File: config.mk
export PLATFORM = sky130hd
export DESIGN_NAME = multicycle_control
export DESIGN_NICKNAME = d
export VERILOG_FILES = /design/src/rtl/multicycle_control.sv
export SDC_FILE = /design/constraint.sdc
export NUM_CORES = 1
export LEC_CHECK = 0
export CORE_ASPECT_RATIO = 1.75
export CORE_MARGIN = 2
export CORE_UTILIZATION = 44
export DETAILED_ROUTE_END_ITERATION = 8
export PLACE_DENSITY = 0.76
export SLEW_MARGIN = 5
export SYNTH_ARGS = -nofsm -noshare
export SYNTH_HDL_FRONTEND = slang
export SYNTH_SLANG_ARGS = --single-unit
export TNS_END_PERCENT = 5
File: constraint.sdc
create_clock -name clk -period 2.3 [get_ports clk]
set_input_delay 0.46 -clock clk [delete_from_list [all_inputs] [get_ports clk]]
set_output_delay 0.46 -clock clk [all_outputs]
set_load 0.01 [all_outputs]
File: src/rtl/multicycle_control.sv
// rtl/multicycle_control.sv - multi-cycle LEGv8 sequencer with run/idle, memory timeout trap and retire counter
module multicycle_control #(
    parameter int MEM_TIMEOUT = 15,
    parameter int CNT_W       = 16
) (
    input  logic             clk,
    input  logic             reset,
    input  logic             run,
    input  logic [10:0]      opcode,
    input  logic             zero,
    input  logic             mem_ready,
    output logic             ir_write,
    output logic             pc_write,
    output logic             branch,
    output logic             reg_to_loc,
    output logic             alu_src,
    output logic [1:0]       alu_op,
    output logic             mem_read,
    output logic             mem_write,
    output logic             mem_to_reg,
    output logic             reg_write,
    output logic             busy,
    output logic             error,
    output logic [2:0]       state,
    output logic [CNT_W-1:0] instr_count
);

    typedef enum logic [2:0] {
        S_IDLE   = 3'd0,
        S_FETCH  = 3'd1,
        S_DECODE = 3'd2,
        S_EXEC   = 3'd3,
        S_MEM    = 3'd4,
        S_WB     = 3'd5,
        S_ERROR  = 3'd6
    } state_t;

    typedef enum logic [2:0] {
        C_NONE,
        C_RTYPE,
        C_LDUR,
        C_STUR,
        C_CBZ,
        C_B,
        C_ILLEGAL
    } class_t;

    // Last MEM wait cycle allowed before the trap fires.
    localparam logic [7:0] TMO_LAST = 8'(MEM_TIMEOUT - 1);

    state_t      state_q, state_d;
    class_t      cls_q, dec_cls;
    logic [7:0]  wait_cnt;

    // Instruction class straight from the IR opcode field.
    always_comb begin
        dec_cls = C_ILLEGAL;
        if (opcode == 11'b10001011000 || opcode == 11'b11001011000 ||
            opcode == 11'b10001010000 || opcode == 11'b10101010000)
            dec_cls = C_RTYPE;
        else if (opcode == 11'b11111000010)
            dec_cls = C_LDUR;
        else if (opcode == 11'b11111000000)
            dec_cls = C_STUR;
        else if (opcode[10:3] == 8'b10110100)
            dec_cls = C_CBZ;
        else if (opcode[10:5] == 6'b000101)
            dec_cls = C_B;
    end

    // State, latched class, MEM wait counter and retire counter.
    always_ff @(posedge clk or posedge reset) begin
        if (reset) begin
            state_q     <= S_IDLE;
            cls_q       <= C_NONE;
            wait_cnt    <= '0;
            instr_count <= '0;
        end else begin
            state_q <= state_d;
            if (state_q == S_DECODE)
                cls_q <= dec_cls;
            if (state_d == S_MEM && state_q != S_MEM)
                wait_cnt <= '0;
            else if (state_q == S_MEM && !mem_ready)
                wait_cnt <= wait_cnt + 8'd1;
            // Every instruction retires on its single pc_write cycle.
            if (pc_write)
                instr_count <= instr_count + CNT_W'(1);
        end
    end

    // Next state and Moore outputs; DECODE uses the live decode since the class is latched at its end.
    always_comb begin
        state_d    = state_q;
        ir_write   = 1'b0;
        pc_write   = 1'b0;
        branch     = 1'b0;
        reg_to_loc = 1'b0;
        alu_src    = 1'b0;
        alu_op     = 2'b00;
        mem_read   = 1'b0;
        mem_write  = 1'b0;
        mem_to_reg = 1'b0;
        reg_write  = 1'b0;
        error      = 1'b0;
        unique case (state_q)
            S_IDLE: begin
                if (run)
                    state_d = S_FETCH;
            end
            S_FETCH: begin
                ir_write = 1'b1;
                state_d  = S_DECODE;
            end
            S_DECODE: begin
                if (dec_cls == C_B) begin
                    pc_write = 1'b1;
                    branch   = 1'b1;
                    state_d  = run ? S_FETCH : S_IDLE;
                end else if (dec_cls == C_ILLEGAL || dec_cls == C_NONE) begin
                    state_d = S_ERROR;
                end else begin
                    state_d = S_EXEC;
                end
            end
            S_EXEC: begin
                reg_to_loc = (cls_q == C_STUR) || (cls_q == C_CBZ);
                case (cls_q)
                    C_RTYPE: begin
                        alu_op  = 2'b10;
                        state_d = S_WB;
                    end
                    C_LDUR, C_STUR: begin
                        alu_src = 1'b1;
                        state_d = S_MEM;
                    end
                    C_CBZ: begin
                        alu_op   = 2'b01;
                        pc_write = 1'b1;
                        branch   = zero;
                        state_d  = run ? S_FETCH : S_IDLE;
                    end
                    default: state_d = S_ERROR;
                endcase
            end
            S_MEM: begin
                alu_src    = 1'b1;
                mem_read   = (cls_q == C_LDUR);
                mem_write  = (cls_q == C_STUR);
                reg_to_loc = (cls_q == C_STUR);
                if (cls_q != C_LDUR && cls_q != C_STUR) begin
                    state_d = S_ERROR;
                end else if (mem_ready) begin
                    if (cls_q == C_LDUR) begin
                        state_d = S_WB;
                    end else begin
                        pc_write = 1'b1;
                        state_d  = run ? S_FETCH : S_IDLE;
                    end
                end else if (wait_cnt == TMO_LAST) begin
                    state_d = S_ERROR;
                end
            end
            S_WB: begin
                reg_write  = 1'b1;
                mem_to_reg = (cls_q == C_LDUR);
                alu_op     = (cls_q == C_LDUR) ? 2'b00 : 2'b10;
                alu_src    = (cls_q == C_LDUR);
                pc_write   = 1'b1;
                state_d    = run ? S_FETCH : S_IDLE;
            end
            S_ERROR: begin
                error = 1'b1;
            end
            default: state_d = S_ERROR;
        endcase
    end

    assign busy  = (state_q != S_IDLE) && (state_q != S_ERROR);
    assign state = state_q;

endmodule

After elaboration in Yosys (flattened, before gate mapping)
Index checks and enable logic that the tools add are counted.
{"block": "op_classes", "eq_ne": 26, "addsub": 2, "muxes": 37, "reduce_logical": 15}
{"op": "== test 11 bit, second input constant", "n": 6}
{"op": "2-to-1 mux 3 bit", "n": 10}
{"op": "== test 3 bit, second input constant", "n": 7}
{"op": "one-hot mux 3 bit (7 select lines)", "n": 1}
{"op": "adder 16 x 1 -> 16 bit, second input constant", "n": 1}
{"op": "2-to-1 mux 8 bit", "n": 2}
{"op": "2-to-1 mux 1 bit", "n": 14}
{"op": "== test 3 x 2 -> 1 bit, second input constant", "n": 4}
{"op": "one-hot mux 3 bit (3 select lines)", "n": 1}
{"op": "adder 8 x 1 -> 8 bit, second input constant", "n": 1}
{"op": "== test 8 x 4 -> 1 bit, second input constant", "n": 1}
{"op": "== test 8 bit, second input constant", "n": 1}
{"op": "one-hot mux 2 bit (2 select lines)", "n": 2}
{"op": "== test 3 x 1 -> 1 bit, second input constant", "n": 2}
{"op": "== test 6 x 3 -> 1 bit, second input constant", "n": 1}
{"op": "logical NOT 3 bit", "n": 2}
{"op": "2-to-1 mux 2 bit", "n": 3}
{"op": "!= test 3 x 2 -> 1 bit, second input constant", "n": 2}
{"op": "!= test 3 bit, second input constant", "n": 2}
{"op": "logical OR 1 bit", "n": 5}
{"op": "logical AND 1 bit", "n": 4}
{"op": "one-hot mux 1 bit (2 select lines)", "n": 2}
{"op": "one-hot mux 1 bit (4 select lines)", "n": 1}
{"op": "one-hot mux 1 bit (3 select lines)", "n": 1}
{"op": "other kinds (4)", "n": 4}
{"block": "word_totals", "wordCells": 84, "ff_bits": 30, "out_inout_bits": 32, "input_bits": 16}

Logic depth before layout (Yosys ltp)
{"block": "logic_depth", "ltp_word": 14, "mapped_depth": 8, "mapped_depth_nobuf": 6}

Worst setup path after synthesis
No wires, ideal clock.
{"block": "synth_timing", "path_kind": "input to output", "start": "in opcode[3]", "end": "out alu_src", "n_path_buf": 1, "stages": 7, "t_arrival_ns": 1.966, "slack_ns": -0.126, "path_cell_list": "mux2_2 o32ai_1 and2_2 o41ai_2 and3_1 buf_6 or3_1"}
{"element": "start: declaration", "line": "9", "rtl": "input logic [10:0] opcode,"}
{"element": "end: declaration", "line": "16", "rtl": "output logic alu_src,"}

==> impl_metrics.prom <==
# TYPE chip_impl_metric gauge
chip_impl_metric{name="grt_max_degree",unit=""} 31
chip_impl_metric{name="ant_nets",unit=""} 0
chip_impl_metric{name="final-hold-violation-count",unit=""} 0
chip_impl_metric{name="finalCoreUtilization",unit="%"} 72.4
chip_impl_metric{name="total_drc_errors_in_the_routed_layout",unit=""} 0
chip_impl_metric{name="crit_required",unit="ps"} 1840
chip_impl_metric{name="die_h",unit="um"} 89.5
chip_impl_metric{name="cp_max_fo",unit=""} 4
chip_impl_metric{name="drive_above_1_share",unit="%"} 34.4
chip_impl_info{name="worstReg2RegStart",value="state[2]"} 1
chip_impl_metric{name="postSynthRegisterBits",unit=""} 30
chip_impl_metric{name="area_growth",unit="%"} 60.3
chip_impl_metric{name="cp_num_cells",unit=""} 8
chip_impl_metric{name="leakagePower",unit="uW"} 0.00138
chip_impl_metric{name="slew-limit-headroom",unit="%"} 69.2
chip_impl_metric{name="synth.yosys.seq_area_share",unit="%"} 40.8
chip_impl_info{name="series_of_cell_instances_along_the_critical_path",value="clkdlybuf4s50_1, buf_4, nor3b_2, a32oi_1, o21a_1, and3_4, or3_4, buf_6"} 1
chip_impl_info{name="violated_checks",value="setup timing"} 1
chip_impl_info{name="critPathLaunch",value="run"} 1
chip_impl_metric{name="dieArea",unit="um2"} 4730
chip_impl_metric{name="numPortBuffers",unit=""} 47
chip_impl_metric{name="insertion_delay",unit="ps"} 280
chip_impl_info{name="status",value="finished, violations left"} 1
chip_impl_metric{name="wire_per_inst",unit="um"} 14.8
chip_impl_metric{name="cp.arrival",unit="ps"} 2140
chip_impl_metric{name="drt_pass1_iterations",unit=""} 4
chip_impl_metric{name="worst_pin_slew",unit="ps"} 462
chip_impl_metric{name="detail_route.wirelength",unit="um"} 5190
chip_impl_info{name="timing.critical_path.slowest_stage_cell",value="sky130_fd_sc_hd__clkdlybuf4s50_1"} 1
chip_impl_metric{name="layout.nets",unit=""} 320
chip_impl_metric{name="route.vias.total",unit=""} 1895
chip_impl_metric{name="cts_hold_repair.buffers",unit=""} 0
chip_impl_metric{name="powerDensity",unit="nW/um2"} 357
chip_impl_info{name="rsz0062_at_grt",value="true"} 1
chip_impl_metric{name="syn_area_per_cell",unit="um2"} 9.38
chip_impl_metric{name="place_congestion",unit=""} 0.807
chip_impl_metric{name="postSynth.asyncResetShare",unit="%"} 100
chip_impl_info{name="cpLargestDelayFamily",value="buffers and inverters"} 1
chip_impl_metric{name="floorplan.core_area",unit="um2"} 4070
chip_impl_metric{name="count_of_different_cell_masters_after_synthesis",unit=""} 49
chip_impl_metric{name="worst_path_largest_cell_delay",unit="ps"} 480
chip_impl_metric{name="r2r.worst_path.cells",unit=""} 9
chip_impl_metric{name="ir_drop",unit="mV"} 0.526
chip_impl_metric{name="cts_htree_levels",unit=""} 2
chip_impl_metric{name="wire_length_of_the_first_global_routing_pass",unit="um"} 8580
chip_impl_info{name="ys_dominant_reg_cell",value="sky130_fd_sc_hd__dfrtp_1"} 1
chip_impl_metric{name="final-setup-viol-count",unit=""} 2
chip_impl_metric{name="drt_iter0_drc",unit=""} 30
chip_impl_info{name="path_class",value="input port to primary output"} 1
chip_impl_metric{name="synth_cells",unit=""} 196
chip_impl_info{name="hold_path_class",value="flip-flop to flip-flop"} 1
chip_impl_info{name="cts_tree",value="done"} 1
chip_impl_metric{name="clock_tree.buffer_depth",unit=""} 2
chip_impl_metric{name="synth_area",unit="um2"} 1840
chip_impl_metric{name="hpwl",unit="um"} 3910
chip_impl_metric{name="finalCriticalPeriod",unit="ps"} 2600
chip_impl_metric{name="diodes",unit=""} 0
chip_impl_metric{name="number_of_global_route_vias_before_repair",unit=""} 1900
chip_impl_metric{name="routed_vias_inst",unit=""} 5.40
chip_impl_metric{name="die_width",unit="um"} 52.9
chip_impl_info{name="cts-root-buf",value="sky130_fd_sc_hd__clkbuf_8"} 1
chip_impl_info{name="layout.cells.most_common_list",value="58 x sky130_fd_sc_hd__buf_4, 29 x sky130_fd_sc_hd__dfrtp_1, 26 x sky130_fd_sc_hd__clkdlybuf4s50_1"} 1
chip_impl_metric{name="std_cell_rows",unit=""} 31
chip_impl_info{name="cp-start-kind",value="input port"} 1
chip_impl_metric{name="grt_overflow_total",unit=""} 0
chip_impl_metric{name="antenna_found_initial",unit=""} 0
chip_impl_metric{name="edff_count_synth",unit=""} 0
chip_impl_metric{name="io_pins",unit=""} 48
chip_impl_metric{name="path_buf_inv",unit=""} 3
chip_impl_metric{name="postSynthNetCount",unit=""} 215
chip_impl_metric{name="postLayoutSetupSlackWorst",unit="ps"} -299
chip_impl_info{name="mostFrequentLayoutCell",value="sky130_fd_sc_hd__buf_4"} 1
chip_impl_metric{name="placed_cells_incl_taps",unit=""} 336
chip_impl_metric{name="final_min_period_over_clock_period",unit="%"} 113
chip_impl_metric{name="grtUsageTotal",unit="%"} 24.9
chip_impl_metric{name="yosys_warnings",unit=""} 0
chip_impl_info{name="crit_path_end",value="alu_src"} 1
chip_impl_metric{name="starting_density_of_the_core",unit="%"} 45.2
chip_impl_metric{name="final_number_of_max_transition_violations",unit=""} 0
chip_impl_metric{name="clkTransAtPathRegs",unit="ps"} 60
chip_impl_metric{name="tritoncts_num_sinks",unit=""} 30
chip_impl_metric{name="numCtsBuffers",unit=""} 5
chip_impl_metric{name="clock.fmax",unit="MHz"} 385
chip_impl_metric{name="rrSetupSlack",unit="ps"} 180
chip_impl_info{name="worst_setup_end_kind",value="primary output"} 1
chip_impl_metric{name="fin_skew",unit="ps"} 2.10
chip_impl_info{name="rr_endpoint",value="instr_count[12]"} 1
chip_impl_metric{name="maxCapViolCount",unit=""} 0
chip_impl_metric{name="fin_cells",unit=""} 351
through the flow:
| step | total power (uW) | worst slack [ps] | cell area, um2 | hold WS (ps) | setup TNS [ps] |
|---|---|---|---|---|---|
| final | 1050 | -299 | 2950 | 479 | -383 |
| after floorplan | 567 | -104 | 1850 | 505 | -104 |
| after global placement | 617 | -971 | 2730 | 461 | -5120 |
| after detailed placement | 618 | -994 | 2730 | 481 | -5790 |
| after CTS | 1060 | -285 | 2950 | 490 | -536 |
| after global routing | 1090 | -345 | 2950 | 502 | -597 |
cell type report:
type / instances / area (um2)
clock buffer: 6 / 82.6
clock inverter: 2 / 12.5
fill: 301 / 1120
inverter: 5 / 18.8
multi-input combinational: 155 / 1150
sequential: 30 / 752
tap: 49 / 61.3
timing repair buffer: 104 / 870
how the worst min path moves through the flow:
stage	end	cells after the start	slack (ps)	from
after detailed placement	instr_count[15]	1	480	instr_count[15]
after floorplan	wait_cnt[7]	2	500	wait_cnt[7]
after CTS	instr_count[15]	1	490	instr_count[15]
after global placement	instr_count[15]	1	460	instr_count[15]
final	instr_count[15]	1	480	instr_count[15]
after global routing	instr_count[15]	1	500	instr_count[15]
sequential cells by signal, indices dropped and copies added (netlist names):
name / cells
instr_count: 16
state: 3
cls_q: 3
wait_cnt: 8
repair_timing:
item | 4_1_cts | 5_1_grt
resized for setup | 46 | 11
setup endpoints to repair | 12 | 7
cloned | 0 | 0
buffers inserted | 6 | 1
pin swaps | 13 | 3
layer usage:
layer	share of wire, %	GRT usage (%)
met2	56	46.0
met3	3.5	3.85
met1	36	25.1
met5	0	0
met4	5.1	15.2
logic make-up (layout without fill, tap and decap cells):
| kind of cell | count (synthesis) | in the layout | share of synthesized area, % |
|---|---|---|---|
| compound gates | 30 | 30 | 11.4 |
| xor+xnor | 22 | 22 | 10.5 |
| buf+inv | 11 | 117 | 2.86 |
| fa+ha+maj | 3 | 3 | 2.04 |
| mux | 4 | 4 | 2.45 |
| simple gates | 96 | 96 | 29.9 |
| flops | 30 | 30 | 40.8 |
cell usage after synthesis, types with 2 or more instances:
cell / count / area (um2)
sky130_fd_sc_hd__nor3b_1: 3 / 22.5
sky130_fd_sc_hd__inv_1: 5 / 18.8
sky130_fd_sc_hd__nor3_1: 4 / 20.0
sky130_fd_sc_hd__nand3b_1: 3 / 22.5
sky130_fd_sc_hd__and3_1: 10 / 62.6
sky130_fd_sc_hd__nor4_1: 4 / 25.0
sky130_fd_sc_hd__o21ai_0: 6 / 30.0
sky130_fd_sc_hd__xnor2_1: 10 / 87.6
sky130_fd_sc_hd__nor2_4: 2 / 22.5
sky130_fd_sc_hd__ha_1: 3 / 37.5
sky130_fd_sc_hd__mux2_2: 4 / 45.0
sky130_fd_sc_hd__nand2b_1: 7 / 43.8
sky130_fd_sc_hd__a21oi_1: 9 / 45.0
sky130_fd_sc_hd__nor2b_1: 2 / 12.5
sky130_fd_sc_hd__buf_2: 3 / 15.0
sky130_fd_sc_hd__nand3_1: 10 / 50.1
sky130_fd_sc_hd__nand2_1: 11 / 41.3
sky130_fd_sc_hd__xor2_1: 12 / 105
sky130_fd_sc_hd__nand4_1: 4 / 25.0
sky130_fd_sc_hd__and4_1: 2 / 17.5
sky130_fd_sc_hd__nor2_1: 23 / 86.3
sky130_fd_sc_hd__clkbuf_1: 2 / 7.51
sky130_fd_sc_hd__dfrtp_1: 30 / 751
sky130_fd_sc_hd__a211oi_1: 2 / 15.0
power by group:
part / leakage (uW) / total [uW] / switching, uW / internal (uW)
Combinational: 0.000942 / 77.2 / 36.0 / 41.1
Clock: 0.0000472 / 444 / 204 / 240
Sequential: 0.000393 / 532 / 2.16 / 529
Total: 0.00138 / 1050 / 242 / 811
Power figures use the tool's default switching activity.
